File: config.mk
export PLATFORM = sky130hd
export DESIGN_NAME = mw8080_mem_arbiter
export DESIGN_NICKNAME = d
export VERILOG_FILES = /design/src/rtl/mw8080_mem_arbiter.sv
export SDC_FILE = /design/constraint.sdc
export NUM_CORES = 1
export LEC_CHECK = 0
export ABC_AREA = 1
export CAP_MARGIN = 0
export CORE_MARGIN = 2
export CORE_UTILIZATION = 41
export CTS_BUF_LIST = sky130_fd_sc_hd__clkbuf_4 sky130_fd_sc_hd__clkbuf_8
export CTS_CLUSTER_DIAMETER = 100
export CTS_CLUSTER_SIZE = 24
export DETAILED_ROUTE_END_ITERATION = 12
export PLACE_DENSITY_LB_ADDON = 0.3
export REMOVE_ABC_BUFFERS = 1
export SLEW_MARGIN = 0
export SYNTH_ARGS = -nofsm -noshare
export SYNTH_HDL_FRONTEND = slang
export SYNTH_SLANG_ARGS = --single-unit
File: constraint.sdc
create_clock -name Clock -period 3.7 [get_ports Clock]
set_clock_uncertainty 0.15 [all_clocks]
set_input_delay 0.555 -clock Clock [delete_from_list [all_inputs] [get_ports Clock]]
set_output_delay 0.555 -clock Clock [all_outputs]
set_load 0.05 [all_outputs]
File: src/rtl/mw8080_mem_arbiter.sv
// rtl/mw8080_mem_arbiter.sv - shared ROM/RAM access sequencer for CPU and video fetch
//
// Arbitrates the Midway-Taito 8080 memory block between the CPU bus and the
// video shifter. Video has priority; after MAX_VID_BURST consecutive video
// grants with the CPU waiting, the CPU is served next.
//
// Ports:
//   Clock, Reset_n              clock, asynchronous active-low reset
//   cpu_req/we/addr/wdata       CPU request (level, held until cpu_ack)
//   cpu_ack, cpu_rdata          CPU completion pulse and held read data
//   vid_req/addr                video fetch request (read only, RAM offset)
//   vid_ack, vid_rdata          video completion pulse and held fetched byte
//   Addr, Ram_Addr, Ram_in      registered address/data to the memory block
//   RW_n                        RAM write strobe, active low, one ACCESS cycle
//   Ram_out, Rom_out            registered memory read data
//   busy                        high whenever not IDLE
module mw8080_mem_arbiter #(
  parameter int unsigned MAX_VID_BURST = 4,
  parameter logic [15:0] RAM_BASE      = 16'h2000,
  parameter logic [15:0] RAM_LAST      = 16'h3FFF
) (
  input  logic        Clock,
  input  logic        Reset_n,
  input  logic        cpu_req,
  input  logic        cpu_we,
  input  logic [15:0] cpu_addr,
  input  logic [7:0]  cpu_wdata,
  output logic        cpu_ack,
  output logic [7:0]  cpu_rdata,
  input  logic        vid_req,
  input  logic [12:0] vid_addr,
  output logic        vid_ack,
  output logic [7:0]  vid_rdata,
  output logic [15:0] Addr,
  output logic [15:0] Ram_Addr,
  output logic [7:0]  Ram_in,
  output logic        RW_n,
  input  logic [7:0]  Ram_out,
  input  logic [7:0]  Rom_out,
  output logic        busy
);

  typedef enum logic [1:0] {IDLE, ACCESS, CAPTURE} state_e;

  localparam int BW = $clog2(MAX_VID_BURST + 1);

  state_e        state_q, state_d;
  logic          sel_cpu_q, sel_cpu_d;     // owner of the access in flight
  logic          we_q, we_d;
  logic          in_ram_q, in_ram_d;       // CPU address decoded as RAM
  logic [15:0]   addr_q, addr_d;
  logic [12:0]   ram_addr_q, ram_addr_d;
  logic [7:0]    ram_in_q, ram_in_d;
  logic          rw_n_q, rw_n_d;
  logic          cpu_ack_q, cpu_ack_d;
  logic          vid_ack_q, vid_ack_d;
  logic [7:0]    cpu_rdata_q, cpu_rdata_d;
  logic [7:0]    vid_rdata_q, vid_rdata_d;
  logic [BW-1:0] burst_q, burst_d;

  logic          cpu_in_ram;
  logic [12:0]   cpu_ofs;
  logic          burst_full;
  logic          grant_vid;
  logic          grant_cpu;

  assign cpu_in_ram = (cpu_addr >= RAM_BASE) && (cpu_addr <= RAM_LAST);
  // Only the low 13 bits of the offset matter; they depend only on low operand bits.
  assign cpu_ofs    = cpu_addr[12:0] - RAM_BASE[12:0];
  assign burst_full = (burst_q == BW'(MAX_VID_BURST));
  assign grant_vid  = vid_req && !(cpu_req && burst_full);
  assign grant_cpu  = cpu_req && !grant_vid;

  always_comb begin
    state_d     = state_q;
    sel_cpu_d   = sel_cpu_q;
    we_d        = we_q;
    in_ram_d    = in_ram_q;
    addr_d      = addr_q;
    ram_addr_d  = ram_addr_q;
    ram_in_d    = ram_in_q;
    rw_n_d      = 1'b1;
    cpu_ack_d   = 1'b0;
    vid_ack_d   = 1'b0;
    cpu_rdata_d = cpu_rdata_q;
    vid_rdata_d = vid_rdata_q;
    burst_d     = burst_q;

    unique case (state_q)
      IDLE: begin
        if (grant_vid) begin
          state_d    = ACCESS;
          sel_cpu_d  = 1'b0;
          we_d       = 1'b0;
          in_ram_d   = 1'b1;
          ram_addr_d = vid_addr;
          // Count only grants that made a waiting CPU wait longer.
          if (!cpu_req)        burst_d = '0;
          else if (!burst_full) burst_d = burst_q + BW'(1);
        end else if (grant_cpu) begin
          state_d   = ACCESS;
          sel_cpu_d = 1'b1;
          we_d      = cpu_we;
          in_ram_d  = cpu_in_ram;
          addr_d    = cpu_addr;
          burst_d   = '0;
          if (cpu_in_ram) ram_addr_d = cpu_ofs;
          if (cpu_we && cpu_in_ram) begin
            ram_in_d = cpu_wdata;
            // Strobe is registered so it is low for exactly the ACCESS cycle.
            rw_n_d   = 1'b0;
          end
        end
      end
      ACCESS: begin
        if (sel_cpu_q && we_q) begin
          cpu_ack_d = 1'b1;
          state_d   = IDLE;
        end else begin
          state_d = CAPTURE;
        end
      end
      CAPTURE: begin
        state_d = IDLE;
        if (sel_cpu_q) begin
          cpu_ack_d   = 1'b1;
          cpu_rdata_d = in_ram_q ? Ram_out : Rom_out;
        end else begin
          vid_ack_d   = 1'b1;
          vid_rdata_d = Ram_out;
        end
      end
      default: state_d = IDLE;
    endcase
  end

  always_ff @(posedge Clock or negedge Reset_n) begin
    if (!Reset_n) begin
      state_q     <= IDLE;
      sel_cpu_q   <= 1'b0;
      we_q        <= 1'b0;
      in_ram_q    <= 1'b0;
      addr_q      <= '0;
      ram_addr_q  <= '0;
      ram_in_q    <= '0;
      rw_n_q      <= 1'b1;
      cpu_ack_q   <= 1'b0;
      vid_ack_q   <= 1'b0;
      cpu_rdata_q <= '0;
      vid_rdata_q <= '0;
      burst_q     <= '0;
    end else begin
      state_q     <= state_d;
      sel_cpu_q   <= sel_cpu_d;
      we_q        <= we_d;
      in_ram_q    <= in_ram_d;
      addr_q      <= addr_d;
      ram_addr_q  <= ram_addr_d;
      ram_in_q    <= ram_in_d;
      rw_n_q      <= rw_n_d;
      cpu_ack_q   <= cpu_ack_d;
      vid_ack_q   <= vid_ack_d;
      cpu_rdata_q <= cpu_rdata_d;
      vid_rdata_q <= vid_rdata_d;
      burst_q     <= burst_d;
    end
  end

  assign cpu_ack   = cpu_ack_q;
  assign cpu_rdata = cpu_rdata_q;
  assign vid_ack   = vid_ack_q;
  assign vid_rdata = vid_rdata_q;
  assign Addr      = addr_q;
  assign Ram_Addr  = {3'b000, ram_addr_q};
  assign Ram_in    = ram_in_q;
  assign RW_n      = rw_n_q;
  assign busy      = (state_q != IDLE);

endmodule

==> flow_summary.ini <==
[run_status]
status = finished, final reports clean

[drt]
drcViolationCount = 0
drt_pass1_iterations = 4
ant_nets = 0
dr.first_iter.drc_count = 97
totalWireLength_mm = 7.32
wl_per_cell_um = 13.2
num_vias = 2606
vias_per_cell = 4.70

[final_layout]
finalNetCount = 516
syn_to_final_growth_pct = 47.5
final_core_utilization_pct = 62.8
fin_cells = 554
layout_common_cells = nand2_1 (168), clkdlybuf4s50_1 (113), dfrtp_1 (63), inv_1 (21), nand3_1 (16)
fillers = 595
diodes = 0
layout_commonest_cell = nand2_1
drive_above_1_share_pct = 8.52
final_area_sq_mm = 0.00429

[pwr]
power.leakage_nw = 2.12
p_per_area_mw_per_mm2 = 937
vdd_ir_drop_max_mv = 0.563

[critical_path]
worst_setup_path_start_kind = flip-flop
cp_slowest_stage_delay_ns = 0.82
cp_max_fo = 6
crit_type = flip-flop to primary output
crit_slowest_cell = clkdlybuf4s50_1
cp-end-kind = primary output
path_cells = inv_1 -> ha_1 -> inv_1 -> clkdlybuf4s50_1
crit_top_cell = inv_1
worst_ep_arrival_time_ns = 2.01
worstPathRequired_ns = 2.99

[cts]
cts_max_path_buffers = 2
h-tree-depth = 3
clock-sinks = 64
path_clk_slew_ns = 0.07
post_cts_resize_count = 0
cts_root_buf = clkbuf_8
clock_latency_ns = 0.32
holdBufCountCts = 0
cts_tree = built
cts_buffers = 9
post-cts-setup-buffer-count = 0

[floorplan]
rows = 30
die_width_um = 88.2
fp.dieH_um = 88.2
ios = 118
start_util_pct = 42.6
dieArea_sq_mm = 0.00778
coreArea_sq_mm = 0.00683

[global_routing]
grt-ovfl-total = 0
grt_antenna_before_repair = 0
grt_pass1_wl_mm = 11.7
grt_start_max_net_pins = 32
grt_use_total_pct = 19.4
grt_pass1_vias = 2471

[synth]
synth_cell_types = 25
yosys_warnings = 0
yosysTopAreaCell = dfrtp_1
ys_seq_area_share_pct = 55.1
yosysTopAreaCellShare_pct = 54.2
syn_inst = 339
ys_ff_latch = 64
ys_top_cells_by_area = dfrtp_1 (54%), nand2_1 (22%), nand3_1 (2.8%), inv_1 (2.7%), o21ai_0 (2.4%)
syn_area_sq_mm = 0.00291
syn_avg_cell_area_sq_um = 8.58

[sta]
worst_pin_slew_ns = 0.811
finalCritPeriodShare_pct = 73.3
layout_setup_ws_ns = 0.989
slew_headroom_pct = 45.8
setup_tns_ns = 0
setup_viol = 0
maxSlewViolCount = 0
hold_violations = 0
rsz0062_at_grt = false
period_needed_ns = 2.71
fmax_ghz = 0.369

[hold_path]
holdCritPathClass = input pin to async pin

[placed_design]
place_inst = 538
place_hpwl_mm = 5.26
dpl_cell_area_sq_mm = 0.00408
place.gp.congestion = 0.791
port_buffers = 114
dp_slack_ns = 0.852

[flow_run]
cap_violations = 0
-- synthesized netlist by cell type, drive strengths merged --
cell,number
a21boi,1
a21oi,3
buf,10
clkbuf,5
conb,1
dfrtp,63
dfstp,1
ha,5
inv,21
nand2,181
nand3,17
nand4,3
nor2,3
o211ai,9
o21ai,14
o22ai,1
xor2,1
-- layer usage --
| layer | wire (um) | GRT usage [%] | up-vias |
|---|---|---|---|
| met3 | 718 | 7.65 | 4 |
| met2 | 3380 | 30.8 | 102 |
| met1 | 3190 | 25.4 | 1221 |
| met4 | 31 | 4.13 | 0 |
| met5 | 0 | 0 | - |
| li1 | - | - | 1279 |
-- final timing paths --
| path | to | slack, ns | cells past startpoint | from |
|---|---|---|---|---|
| worst max-delay path | busy | 0.99 | 4 | state_q[0] |
| worst min-delay path | Ram_in[1] | 0.06 | 1 | Reset_n |
| worst max register to register | ram_addr_q[0] | 1.61 | 7 | burst_q[0] |
| worst min register to register | Ram_in[7] | 0.33 | 2 | Ram_in[7] |
| max in group asynchronous | ram_addr_q[4] | 2.50 | 2 | Reset_n |
| min in group Clock | Ram_in[7] | 0.33 | 2 | Ram_in[7] |
-- per-stage QoR --
stage | power (mW) | hold slack, ns
floorplan | 2.63 | 0.109
global placement | 3.40 | 0.309
detailed placement | 3.43 | 0.314
global route | 4.26 | 0.0965
CTS | 4.06 | 0.0678
finish | 4.02 | 0.0636
-- where the power goes --
| part | total [mW] | switching (mW) | internal (mW) | leakage, nW |
|---|---|---|---|---|
| logic | 2.20 | 1.49 | 0.711 | 1.22 |
| registers | 1.21 | 0.204 | 1.01 | 0.809 |
| clock network | 0.610 | 0.278 | 0.332 | 0.0989 |
| total | 4.02 | 1.97 | 2.05 | 2.12 |
-- registers in the layout (all words and copies together), names as in the netlist --
register    cells
Ram_in          8
burst_q         3
ram_addr_q     13
state_q         2
Addr           16
we_q            1
cpu_ack         1
vid_rdata       8
cpu_rdata       8
RW_n            1
sel_cpu_q       1
in_ram_q        1
vid_ack         1
-- logic make-up after synthesis --
kind of cell	count (synthesis)	share of synthesized area, %
AND/OR/NAND/NOR	204	29.8
flip-flops	64	55.1
buffers and inverters	36	6.24
AO/OA/AOI/OAI	28	6.24
adder cells (fa/ha/maj)	5	2.15
XOR/XNOR	1	0.301
other	1	0.129
-- cell type report --
class | count | area [sq um] | share of cell area, %
flip-flops and latches | 64 | 1600 | 37.4
clock inverters | 6 | 67.6 | 1.58
multi-input cells | 241 | 1130 | 26.4
repair buffers | 116 | 1150 | 26.8
well taps | 96 | 120 | 2.80
clock buffers | 10 | 138 | 3.21
inverters | 21 | 78.8 | 1.84
-- worst max-delay path: cells and delay by family (launching register included) --
family | cells | cell delay [ns]
DFF | 1 | 0.35
adders and majority gates | 1 | 0.27
buffers and inverters | 3 | 1.06
Note: power is estimated with default switching activity, not from simulation.
